===== config.mk =====
export PLATFORM = sky130hd
export DESIGN_NAME = cmd_packetizer
export DESIGN_NICKNAME = d
export VERILOG_FILES = /design/src/rtl/cmd_packetizer.sv
export SDC_FILE = /design/constraint.sdc
export NUM_CORES = 1
export LEC_CHECK = 0
export CORE_MARGIN = 2
export CORE_UTILIZATION = 53
export CTS_CLUSTER_SIZE = 12
export DETAILED_ROUTE_END_ITERATION = 6
export PLACE_DENSITY_LB_ADDON = 0.08
export SLEW_MARGIN = 20
export SYNTH_ARGS = -nofsm -noshare
export SYNTH_HDL_FRONTEND = slang
export SYNTH_SLANG_ARGS = --single-unit

===== constraint.sdc =====
create_clock -name clk -period 4.3 [get_ports clk]
set_clock_uncertainty 0.2 [all_clocks]
set_input_delay 0.86 -clock clk [delete_from_list [all_inputs] [get_ports clk]]
set_output_delay 0.86 -clock clk [all_outputs]
set_load 0.005 [all_outputs]

===== src/rtl/cmd_packetizer.sv =====
`default_nettype none
// ============================================================================
// Module   : cmd_packetizer
// Purpose  : Buffers ALU command requests in an in-order FIFO, drops cmd=0
//            requests, and issues each buffered request as a tagged 70-bit
//            packet using round-robin tags. A tag stays busy until the
//            downstream stage reports its completion.
// Revision : 1.0 - initial release
// ============================================================================
module cmd_packetizer #(
  parameter int DEPTH = 4
) (
  input  logic                   clk,
  input  logic                   reset,
  input  logic                   req_valid,
  output logic                   req_ready,
  input  logic [3:0]             req_cmd,
  input  logic [31:0]            req_data1,
  input  logic [31:0]            req_data2,
  input  logic                   out_ready,
  output logic [69:0]            paket_out,
  output logic                   paket_valid,
  input  logic                   cpl_valid,
  input  logic [1:0]             cpl_tag,
  output logic [3:0]             busy_tags,
  output logic [$clog2(DEPTH):0] fifo_count,
  output logic [7:0]             drop_cnt
);

  localparam int              c_AW       = $clog2(DEPTH);
  localparam logic [c_AW:0]   c_CNT_FULL = (c_AW + 1)'(DEPTH);
  localparam logic [c_AW:0]   c_CNT_ONE  = (c_AW + 1)'(1);
  localparam logic [c_AW-1:0] c_PTR_ONE  = c_AW'(1);
  localparam logic [7:0]      c_DROP_MAX = 8'hFF;

  // FIFO storage: {cmd, data1, data2}; the tag is attached only at issue
  logic [67:0]     mem_q [DEPTH];

  logic [c_AW:0]   count_q,    count_d;
  logic [c_AW-1:0] wr_ptr_q,   wr_ptr_d;
  logic [c_AW-1:0] rd_ptr_q,   rd_ptr_d;
  logic [1:0]      next_tag_q, next_tag_d;
  logic [3:0]      busy_q,     busy_d;
  logic [7:0]      drop_q,     drop_d;
  logic            pvalid_q,   pvalid_d;
  logic [69:0]     pkt_q,      pkt_d;

  logic            w_accept;
  logic            w_push;
  logic            w_drop;
  logic            w_pop;

  // Ready depends only on the registered occupancy, so a same-cycle pop never raises it
  assign req_ready = reset && (count_q < c_CNT_FULL);

  // Next-state computation: accept/drop, issue decision, tag bookkeeping
  always_comb begin
    w_accept = req_valid && req_ready;
    w_drop   = w_accept && (req_cmd == 4'd0);
    w_push   = w_accept && (req_cmd != 4'd0);
    // Issue strictly uses the next tag in sequence; a busy tag stalls the whole queue
    w_pop    = (count_q != '0) && out_ready && !busy_q[next_tag_q];

    count_d = count_q;
    if (w_push && !w_pop) begin
      count_d = count_q + c_CNT_ONE;
    end else if (!w_push && w_pop) begin
      count_d = count_q - c_CNT_ONE;
    end

    wr_ptr_d   = w_push ? (wr_ptr_q + c_PTR_ONE) : wr_ptr_q;
    rd_ptr_d   = w_pop  ? (rd_ptr_q + c_PTR_ONE) : rd_ptr_q;
    next_tag_d = w_pop  ? (next_tag_q + 2'd1)    : next_tag_q;

    // Clearing a non-busy tag is a no-op; the issue set is applied last so it wins
    busy_d = busy_q;
    if (cpl_valid) begin
      busy_d[cpl_tag] = 1'b0;
    end
    if (w_pop) begin
      busy_d[next_tag_q] = 1'b1;
    end

    drop_d = (w_drop && (drop_q != c_DROP_MAX)) ? (drop_q + 8'd1) : drop_q;

    pvalid_d = w_pop;
    pkt_d    = w_pop ? {next_tag_q, mem_q[rd_ptr_q]} : '0;
  end

  // Control and output registers with synchronous active-low reset
  always_ff @(posedge clk) begin
    if (!reset) begin
      count_q    <= '0;
      wr_ptr_q   <= '0;
      rd_ptr_q   <= '0;
      next_tag_q <= 2'd0;
      busy_q     <= 4'd0;
      drop_q     <= 8'd0;
      pvalid_q   <= 1'b0;
      pkt_q      <= '0;
    end else begin
      count_q    <= count_d;
      wr_ptr_q   <= wr_ptr_d;
      rd_ptr_q   <= rd_ptr_d;
      next_tag_q <= next_tag_d;
      busy_q     <= busy_d;
      drop_q     <= drop_d;
      pvalid_q   <= pvalid_d;
      pkt_q      <= pkt_d;
    end
  end

  // FIFO payload write; contents are don't-care until the pointers reference them
  always_ff @(posedge clk) begin
    if (reset && w_push) begin
      mem_q[wr_ptr_q] <= {req_cmd, req_data1, req_data2};
    end
  end

  assign paket_out   = pkt_q;
  assign paket_valid = pvalid_q;
  assign busy_tags   = busy_q;
  assign fifo_count  = count_q;
  assign drop_cnt    = drop_q;

endmodule
`default_nettype wire


==> summary.md, run 1 <==
| Metric | Value |
|---|---|
| Post-CTS Setup Repair Bufs | `0` |
| Most frequent cells in the layout | `edfxtp_1, clkdlybuf4s50_1, dfxtp_1` |
| Max Transition Viols Final | `0` |
| HPWL after DPL | `14400 um` |
| Syn_area_per_cell | `20.0 um2` |
| Drt total wl | `25000 um` |
| Final worst-path cycle share | `68.4%` |
| Area Growth Syn to Fin | `24.3%` |
| CP Class | `input pin to output pin` |
| Vias/cell | `5.43` |
| Seq cells post-synth | `364` |
| First-pass GRT wire length | `39300 um` |
| CTS tree | `yes` |
| Clock root cell | `clkbuf_16` |
| Final core utilization | `66.5%` |
| Number of remaining DRC errors | `0` |
| Clock transition at path regs | `0.05 ns` |
| Setup TNS | `0 ns` |
| Core area | `0.0241 mm2` |
| FP Rows | `57` |
| F_max | `0.340 GHz` |
| Worst-path fanout max | `20` |
| DR WL/cell | `21.3 um` |
| Ys flop type | `edfxtp_1` |
| # clock sinks | `364` |
| Post-Syn Instances | `646` |
| Fraction of layout cells with a size suffix above 1 | `16.1%` |
| Comb power frac | `15.1%` |
| Outcome | `completed` |
| Mapped cell area | `0.0129 mm2` |
| GP Congestion | `0.780` |
| Vias in the first global route | `6963` |
| Critical Path RT | `3.24 ns` |
| Worst-Margin Slew | `1.07 ns` |
| Total grt overflow | `0` |
| DP Worst Slack | `0.927 ns` |
| Setup crit end kind | `output pin` |
| Worst skew pair latency | `0.53 ns` |
| CTS Buffer Depth | `3` |
| Starting Density | `53.5%` |
| Die Y-Extent | `160 um` |
| RSZ-0062 raised after global routing | `false` |
| Total power | `0.00852 W` |
| Final net count | `908` |
| First drt pass iteration count | `4` |
| P per Cell Area | `531 mW/mm2` |
| Number of max-cap violations | `0` |
| Synthesis warning total | `0` |
| Int Pwr | `0.00652 W` |
| Final min period | `2.94 ns` |
| Syn nets | `732` |
| GRT Total Usage | `20.1%` |
| Die width | `160 um` |
| Flop pwr share | `49.9%` |
| # IOs | `162` |
| # fillers | `1708` |
| Initial antenna violation count | `2` |
| Slowest cell delay on critical path | `0.50 ns` |
| Clock group share of total power | `35.0%` |
| Port buffer count | `161` |
| Die area | `0.0256 mm2` |
| CP startpoint kind | `input pin` |
| Slowest CP cell | `clkdlybuf4s50_1` |
| Post-synth EDFFs | `272` |
| Drt initial violations | `384` |
| Hold Vio Cnt, Final | `0` |
| Switching share of power | `23.4%` |
| Async SR Flop Fraction | `0%` |
| Net Sw Power | `0.00199 W` |
| Worst slew margin | `28.7%` |
| Num CTS Buffers | `38` |
| Vias | `6389` |
| Static Leakage | `5.43 nW` |
| Most common cell after layout, fill and taps aside | `edfxtp_1` |
| Post-cts sizing count | `0` |
| Hold/Removal Path Class | `register to register` |
| Peak supply drop | `383 uV` |
| Final setup violation count | `0` |
| Worst setup margin | `1.36 ns` |
| H-tree levels | `2` |
| Distinct cells, synth | `44` |
| CP Cell Sequence | `buf_2 -> inv_1 -> buf_4 -> nor2_1 -> clkdlybuf4s50_1` |
| Pin count of the biggest net entering global routing | `78` |
| Hold_buf cts | `0` |
| Register area share after synthesis | `77.5%` |
| Post-DRT Antenna Nets | `0` |
| CP arrival | `1.88 ns` |
-- stage by stage --
step           hold slack (ns)  std cells  instance area, um2
5_1_grt                  0.347       1177               16000
6_report                 0.312       1177               16000
3_5_place_dp             0.307       1106               14900
4_1_cts                  0.318       1176               16000
3_3_place_gp             0.303       1106               14900
2_1_floorplan            0.284        646               12900
-- worst max-delay path: cells and delay by family --
family	cells	cell delay [ns]
buf+inv	4	0.91
simple gates	1	0.10
-- final timing paths --
kind / to / slack [ns] / start / depth (start not counted)
setup / recovery: req_ready / 1.36 / reset / 5
hold / removal: busy_tags[0] / 0.31 / busy_tags[0] / 2
setup reg to reg: fifo_count[2] / 1.76 / fifo_count[2] / 9
hold reg to reg: busy_tags[0] / 0.31 / busy_tags[0] / 2
-- metal layers --
layer / vias to the layer above / global-route usage, % / wire length, um
li1: 2927 / - / -
met4: 0 / 5.86 / 436
met5: - / 0 / 0
met1: 3237 / 26.0 / 10500
met2: 193 / 34.7 / 12700
met3: 32 / 4.21 / 1330
-- power by group through the flow --
stage	clock [W]	sequential [W]	combinational [W]
after detailed placement	0	0.00434	0.00130
after global placement	0	0.00433	0.00128
after global routing	0.00320	0.00430	0.00139
after CTS	0.00304	0.00427	0.00131
after floorplan	0	0.00419	0.000896
final	0.00298	0.00425	0.00129
-- cell usage after synthesis (3+ instances only) --
cell type	number	area share, %
a21oi_1	10	0.39
and2_1	5	0.24
and3_1	68	3.3
buf_2	9	0.35
buf_6	4	0.35
clkbuf_1	18	0.52
clkbuf_2	4	0.16
dfxtp_1	92	14
edfxtp_1	272	63
ha_1	10	0.97
inv_1	12	0.35
mux2i_1	3	0.23
mux4_2	69	12
nand2_1	8	0.23
nand3_1	4	0.16
nor2_1	10	0.29
o21ai_0	9	0.35
o31ai_1	3	0.17
xnor2_1	3	0.20
-- area by class of cell --
cell class | count | area (um2) | share of cell area, %
Sequential cell | 364 | 10000 | 62.4
Multi-Input combinational cell | 234 | 2680 | 16.7
Timing Repair Buffer | 172 | 1750 | 10.9
Clock buffer | 64 | 1090 | 6.79
Tap cell | 324 | 405 | 2.53
Clock inverter | 6 | 51.3 | 0.320
Inverter | 12 | 45.0 | 0.281
Antenna cell | 1 | 2.50 | 0.0156
-- state kept, by name, indices dropped and copies added, names as in the netlist --
signal,count
paket_valid,1
rd_ptr_q,2
paket_out,70
fifo_count,3
wr_ptr_q,2
busy_tags,4
mem_q,272
next_tag_q,2
drop_cnt,8
-- cells by family after synthesis --
kind of cell | count (synthesis) | share of synthesized area [%]
AO/OA/AOI/OAI | 28 | 1.29
XOR/XNOR | 5 | 0.339
flip-flops | 364 | 77.5
multiplexers | 73 | 12.4
AND/OR/NAND/NOR | 117 | 5.55
adder cells (fa/ha/maj) | 11 | 1.12
buffers and inverters | 48 | 1.78
(Power assumes the default switching activity.)
==> inputs of run 2 (changes only) <==
--- a/config.mk
+++ b/config.mk
@@ -6,7 +6,7 @@
 export NUM_CORES = 1
 export LEC_CHECK = 0
 export CORE_MARGIN = 2
-export CORE_UTILIZATION = 53
+export CORE_UTILIZATION = 50
 export CTS_CLUSTER_SIZE = 12
 export DETAILED_ROUTE_END_ITERATION = 6
 export PLACE_DENSITY_LB_ADDON = 0.08
==> constraint.sdc (replaced) <==
create_clock -name clk -period 2.7 [get_ports clk]
set_clock_uncertainty 0.2 [all_clocks]
set_input_delay 0.54 -clock clk [delete_from_list [all_inputs] [get_ports clk]]
set_output_delay 0.54 -clock clk [all_outputs]
set_load 0.005 [all_outputs]
==> summary.md, run 2 (synthesis gave the netlist of run 1 again) <==
| Metric | Value |
|---|---|
| Vias in the first global route | `7129 (+2.4%)` |
| DP Cell Count | `1136 (+2.7%)` |
| Post-cts sizing count | `0 (unchanged)` |
| Num CTS Buffers | `38 (unchanged)` |
| GP Congestion | `0.742 (-4.9%)` |
| Worst skew pair latency | `0.51 ns (-0.02 ns)` |
| Die width | `165 um (+2.9%)` |
| Initial antenna violation count | `1 (-1)` |
| Non-Filler Instances | `1201 (+2.0%)` |
| Pin count of the biggest net entering global routing | `78 (unchanged)` |
| Vias | `6585 (+3.1%)` |
| Flop pwr share | `48.0% (-1.9 points)` |
| Clock group share of total power | `35.1% (about the same)` |
| Most common cell after layout, fill and taps aside | `edfxtp_1` |
| Clock root cell | `clkbuf_16` |
| CTS Buffer Depth | `3 (unchanged)` |
| Met1 Use GR | `25.2% (-0.76 points)` |
| Post-DRT Antenna Nets | `0 (unchanged)` |
| Area Growth Syn to Fin | `26.4%` |
| Critical Path RT | `2.93 ns (-0.31 ns)` |
| Hold/Removal Path Class | `register to register` |
| # clock sinks | `364 (unchanged)` |
| Outcome | `completed` |
| Switching share of power | `22.9% (-0.56 points)` |
| Setup TNS | `0 ns (unchanged)` |
| Max FFs per register | `272 (unchanged)` |
| CP startpoint kind | `register` |
| Final worst-path cycle share | `88.8%` |
| Worst-path fanout max | `4 (-80%)` |
| # IOs | `162 (unchanged)` |
| Port buffer count | `161 (unchanged)` |
| Most flop-heavy register | `mem_q` |
| RSZ-0062 raised after global routing | `false` |
| Starting Density | `51.1% (-2.4 points)` |
| First-pass GRT wire length | `39200 um (-0.18%)` |
| Total power | `0.0138 W (+62%)` |
| Met2 usage | `33.4% (-1.3 points)` |
| Drt total wl | `25400 um (+1.7%)` |
| First drt pass iteration count | `4 (unchanged)` |
| Final net count | `932 (+2.6%)` |
| CP arrival | `2.63 ns (+0.75 ns)` |
| Setup crit end kind | `register` |
| HPWL after DPL | `14900 um (+3.4%)` |
| GR Util met3 | `3.97% (-0.24 points)` |
| Net Sw Power | `0.00316 W (+58%)` |
| Post-CTS Setup Repair Bufs | `0 (unchanged)` |
| Die area | `0.0271 mm2 (+5.8%)` |
| Static Leakage | `5.59 nW (+3.0%)` |
| Worst slew margin | `40.8% (+12 points)` |
| Vias/cell | `5.48 (+1.0%)` |
| Comb power frac | `16.9% (+1.8 points)` |
| Number of max-cap violations | `0 (unchanged)` |
| H-tree levels | `2 (unchanged)` |
| F_max | `0.417 GHz` |
| Total grt overflow | `0 (unchanged)` |
| Fraction of layout cells with a size suffix above 1 | `18.6% (+2.5 points)` |
| Peak supply drop | `652 uV (+70%)` |
| P per Cell Area | `847 mW/mm2 (+60%)` |
| Worst hold margin | `0.321 ns (+0.00923 ns)` |
| Core area | `0.0253 mm2 (+4.8%)` |
| Final min period | `2.40 ns` |
| DR WL/cell | `21.2 um (-0.36%)` |
| CTS tree | `yes` |
| Number of remaining DRC errors | `0 (unchanged)` |
| GRT busiest layer | `met2` |
| Clock transition at path regs | `0.06 ns (about the same)` |
| CP Class | `register to register` |
| Reg2reg path depth | `9 (unchanged)` |
| Int Pwr | `0.0107 W (+64%)` |
| GRT Total Usage | `19.3% (-0.75 points)` |
| Most frequent cells in the layout | `edfxtp_1, clkdlybuf4s50_1, dfxtp_1` |
| Die Y-Extent | `165 um (+2.9%)` |
| Hold path depth | `2 (unchanged)` |
| FP Rows | `58 (+1.8%)` |
| Hold Vio Cnt, Final | `0 (unchanged)` |
| Hold_buf cts | `0 (unchanged)` |
| Final setup violation count | `0 (unchanged)` |
| N_diodes | `0 (-1)` |
| Worst-Margin Slew | `0.889 ns (-0.181 ns)` |
| Drt initial violations | `501 (+30%)` |
| Max Transition Viols Final | `0 (unchanged)` |
==> run 2: cell count changes in the layout (fill, tap and decap cells not counted), moves of 2 or more <==
cell	change
buf_4	+18
clkbuf_1	-8
buf_12	+6
bufinv_16	+2
clkinv_1	+2
clkinv_8	-2
==> run 2: final timing paths <==
kind / startpoint / to / slack [ns]
min: busy_tags[0] / busy_tags[0] / 0.32
max: fifo_count[1] / fifo_count[2] / 0.30
min reg2reg: busy_tags[0] / busy_tags[0] / 0.32
max reg2reg: fifo_count[1] / fifo_count[2] / 0.30
==> run 2: power by group through the flow <==
stage	clock network (W)	logic [W]	registers, W
finish	0.00485	0.00234	0.00664
global route	0.00518	0.00255	0.00668
CTS	0.00497	0.00239	0.00664
detailed placement	0	0.00238	0.00676
global placement	0	0.00234	0.00674
floorplan	0	0.00143	0.00667
==> run 2: layout make-up <==
type / count / area, um2
fill: 1752 / 8930
multi-input combinational: 234 / 2680
clock inverter: 8 / 87.6
tap: 330 / 413
clock buffer: 57 / 1070
timing repair buffer: 196 / 2010
sequential: 364 / 10000
inverter: 12 / 45.0
==> run 2: routing by layer <==
metal	vias to the layer above	share of wire [%]
met5	-	0.051
met4	2	1.8
met3	42	5.2
met2	178	51
met1	3402	42
li1	2961	-
==> run 2: through the flow <==
stage	instance area [um2]	util, %	setup WS, ns
floorplan	12900	-	-0.0196
global placement	15200	60.0	-0.120
detailed placement	15200	60.0	-0.195
CTS	16300	64.6	0.295
global route	16300	64.6	0.146
finish	16300	64.6	0.302
==> run 2: critical path, stage by stage (launching register included) <==
cell	delay, ns
dfxtp_1	0.36
o31ai_1	0.42
nor2_4	0.07
inv_1	0.07
ha_1	0.17
inv_1	0.06
fa_1	0.37
xor2_1	0.16
or3_1	0.30
a21oi_1	0.15
==> inputs of run 3 (changes only) <==
--- a/config.mk
+++ b/config.mk
@@ -5,6 +5,7 @@
 export SDC_FILE = /design/constraint.sdc
 export NUM_CORES = 1
 export LEC_CHECK = 0
+export CAP_MARGIN = 30
 export CORE_MARGIN = 2
 export CORE_UTILIZATION = 50
 export CTS_CLUSTER_SIZE = 12
==> constraint.sdc (replaced) <==
create_clock -name clk -period 2.1 [get_ports clk]
set_clock_uncertainty 0.2 [all_clocks]
set_input_delay 0.42 -clock clk [delete_from_list [all_inputs] [get_ports clk]]
set_output_delay 0.42 -clock clk [all_outputs]
set_load 0.005 [all_outputs]
==> summary.md, run 3 (synthesis gave the netlist of run 1 again) <==
| Metric | Value |
|---|---|
| Worst-path fanout max | `2 (-2)` |
| Fraction of layout cells with a size suffix above 1 | `22.0% (+3.4 points)` |
| First-pass GRT wire length | `39800 um (+1.5%)` |
| Total grt overflow | `0 (unchanged)` |
| Initial antenna violation count | `2 (+1)` |
| CTS Buffer Depth | `3 (unchanged)` |
| Most frequent cells in the layout | `edfxtp_1, clkdlybuf4s50_1, dfxtp_1` |
| Hold_buf cts | `0 (unchanged)` |
| Post-DRT Antenna Nets | `0 (unchanged)` |
| Core area | `0.0253 mm2 (unchanged)` |
| Most common cell after layout, fill and taps aside | `edfxtp_1` |
| Static Leakage | `5.77 nW (+3.1%)` |
| CP arrival | `2.39 ns (-0.24 ns)` |
| Max FFs per register | `272 (unchanged)` |
| # IOs | `162 (unchanged)` |
| Clock root cell | `clkbuf_16` |
| Final min period | `2.20 ns (-0.198 ns)` |
| Hold/Removal Path Class | `register to register` |
| Final setup violation count | `5 (+5)` |
| Pin count of the biggest net entering global routing | `78 (unchanged)` |
| Most flop-heavy register | `mem_q` |
| Drt initial violations | `398 (-21%)` |
| Worst setup margin | `-0.100 ns (-0.402 ns)` |
| GP Congestion | `0.825 (+11%)` |
| Worst hold margin | `0.289 ns (-0.0316 ns)` |
| Worst skew pair latency | `0.51 ns (about the same)` |
| RSZ-0062 raised after global routing | `true` |
| Vias/cell | `5.48 (-0.14%)` |
| CTS tree | `yes` |
| DR WL/cell | `21.1 um (-0.22%)` |
| Worst slew margin | `49.3% (+8.5 points)` |
| # clock sinks | `364 (unchanged)` |
| Critical Path RT | `2.29 ns (-0.64 ns)` |
| Final net count | `949 (+1.8%)` |
| DP Worst Slack | `-0.722 ns (-0.527 ns)` |
| P per Cell Area | `1070 mW/mm2 (+26%)` |
| Port buffer count | `161 (unchanged)` |
| Num CTS Buffers | `37 (-2.6%)` |
| Clock transition at path regs | `0.06 ns (about the same)` |
| Die area | `0.0271 mm2 (unchanged)` |
| GRT Total Usage | `19.6% (+0.26 points)` |
| Vias | `6669 (+1.3%)` |
| Die Y-Extent | `165 um (unchanged)` |
| Area Growth Syn to Fin | `28.0%` |
| Die width | `165 um (unchanged)` |
| Final worst-path cycle share | `105% (+16 points)` |
| # fillers | `1739 (-0.74%)` |
| Number of max-cap violations | `0 (unchanged)` |
| Hold Vio Cnt, Final | `0 (unchanged)` |
| Outcome | `complete, but fails checks` |
| F_max | `0.455 GHz (+9.0%)` |
| H-tree levels | `2 (unchanged)` |
| Starting Density | `51.1% (unchanged)` |
| CP Class | `register to register` |
| Peak supply drop | `760 uV (+17%)` |
| CP startpoint kind | `register` |
| Worst-Margin Slew | `0.761 ns (-0.128 ns)` |
| FP Rows | `58 (unchanged)` |
| Setup crit end kind | `register` |
| HPWL after DPL | `15800 um (+6.6%)` |
| Max Transition Viols Final | `0 (unchanged)` |
| Vias in the first global route | `7076 (-0.74%)` |
| Number of remaining DRC errors | `0 (unchanged)` |
| First drt pass iteration count | `4 (unchanged)` |
| Final core utilization | `65.4% (+0.80 points)` |
| Drt total wl | `25700 um (+1.2%)` |
| Failing checks | `negative setup slack` |
[run 3: cell types whose count changed in the layout (fill, tap and decap cells not counted), sizes merged]
cell	previous run	this run
buf	36	53
bufinv	2	0
clkbuf	57	61
clkdlybuf4s50	160	154
clkinv	5	3
diode	0	1
dlygate4sd2	0	2
dlymetal6s2s	0	4
inv	13	12
[run 3: routing by layer]
metal / global-route usage [%] / vias up / wire length (um)
met5: 0 / - / 0
met4: 5.26 / 0 / 475
met3: 4.57 / 48 / 1500
met2: 34.3 / 193 / 13200
met1: 24.7 / 3441 / 10500
li1: - / 2987 / -
[run 3: layout make-up]
| class | instances | area (um2) | share of cell area [%] |
|---|---|---|---|
| sequential | 364 | 10000 | 60.7 |
| multi-input combinational | 234 | 2720 | 16.5 |
| timing repair buffer | 214 | 2220 | 13.4 |
| clock buffer | 60 | 1060 | 6.44 |
| tap | 330 | 413 | 2.50 |
| inverter | 12 | 47.5 | 0.288 |
| clock inverter | 3 | 23.8 | 0.144 |
| antenna | 1 | 2.50 | 0.0151 |
[run 3: what timing repair did]
action | 4_1_cts | 5_1_grt
gates resized for setup | 10 | 12
buffers inserted | 1 | 1
pin swaps | 4 | 1
setup endpoints to repair | 166 | 89
[run 3: through the flow]
stage | cells | power, W | TNS [ns] | cell area [um2]
2_1_floorplan | 646 | 0.0105 | -23.23 | 13000
5_1_grt | 1218 | 0.0185 | -1.42 | 16500
3_5_place_dp | 1152 | 0.0119 | -159.08 | 15400
3_3_place_gp | 1152 | 0.0118 | -139.61 | 15400
6_report | 1218 | 0.0177 | -0.265 | 16500
4_1_cts | 1216 | 0.0179 | -0.612 | 16500
[run 3: critical path: stages, from the launching register on]
cell and delay, ns:
dfxtp_2 0.34, mux4_2 0.52, nor2_4 0.14, inv_4 0.04, ha_4 0.15, inv_2 0.05, fa_2 0.42, mux2i_1 0.15
nor2_1 0.07
[run 3: final timing paths]
| path | slack, ns | end | from | cells after the start |
|---|---|---|---|---|
| worst max-delay path | -0.10 | fifo_count[1] | next_tag_q[0] | 8 |
| worst min-delay path | 0.29 | drop_cnt[4] | drop_cnt[4] | 1 |
| worst max register to register | -0.10 | fifo_count[1] | next_tag_q[0] | 8 |
| worst min register to register | 0.29 | drop_cnt[4] | drop_cnt[4] | 1 |
[run 3: report_power, final]
| group | internal [W] | switching [W] |
|---|---|---|
| Sequential | 0.00827 | 0.000233 |
| Combinational | 0.00184 | 0.00140 |
| Clock | 0.00345 | 0.00250 |
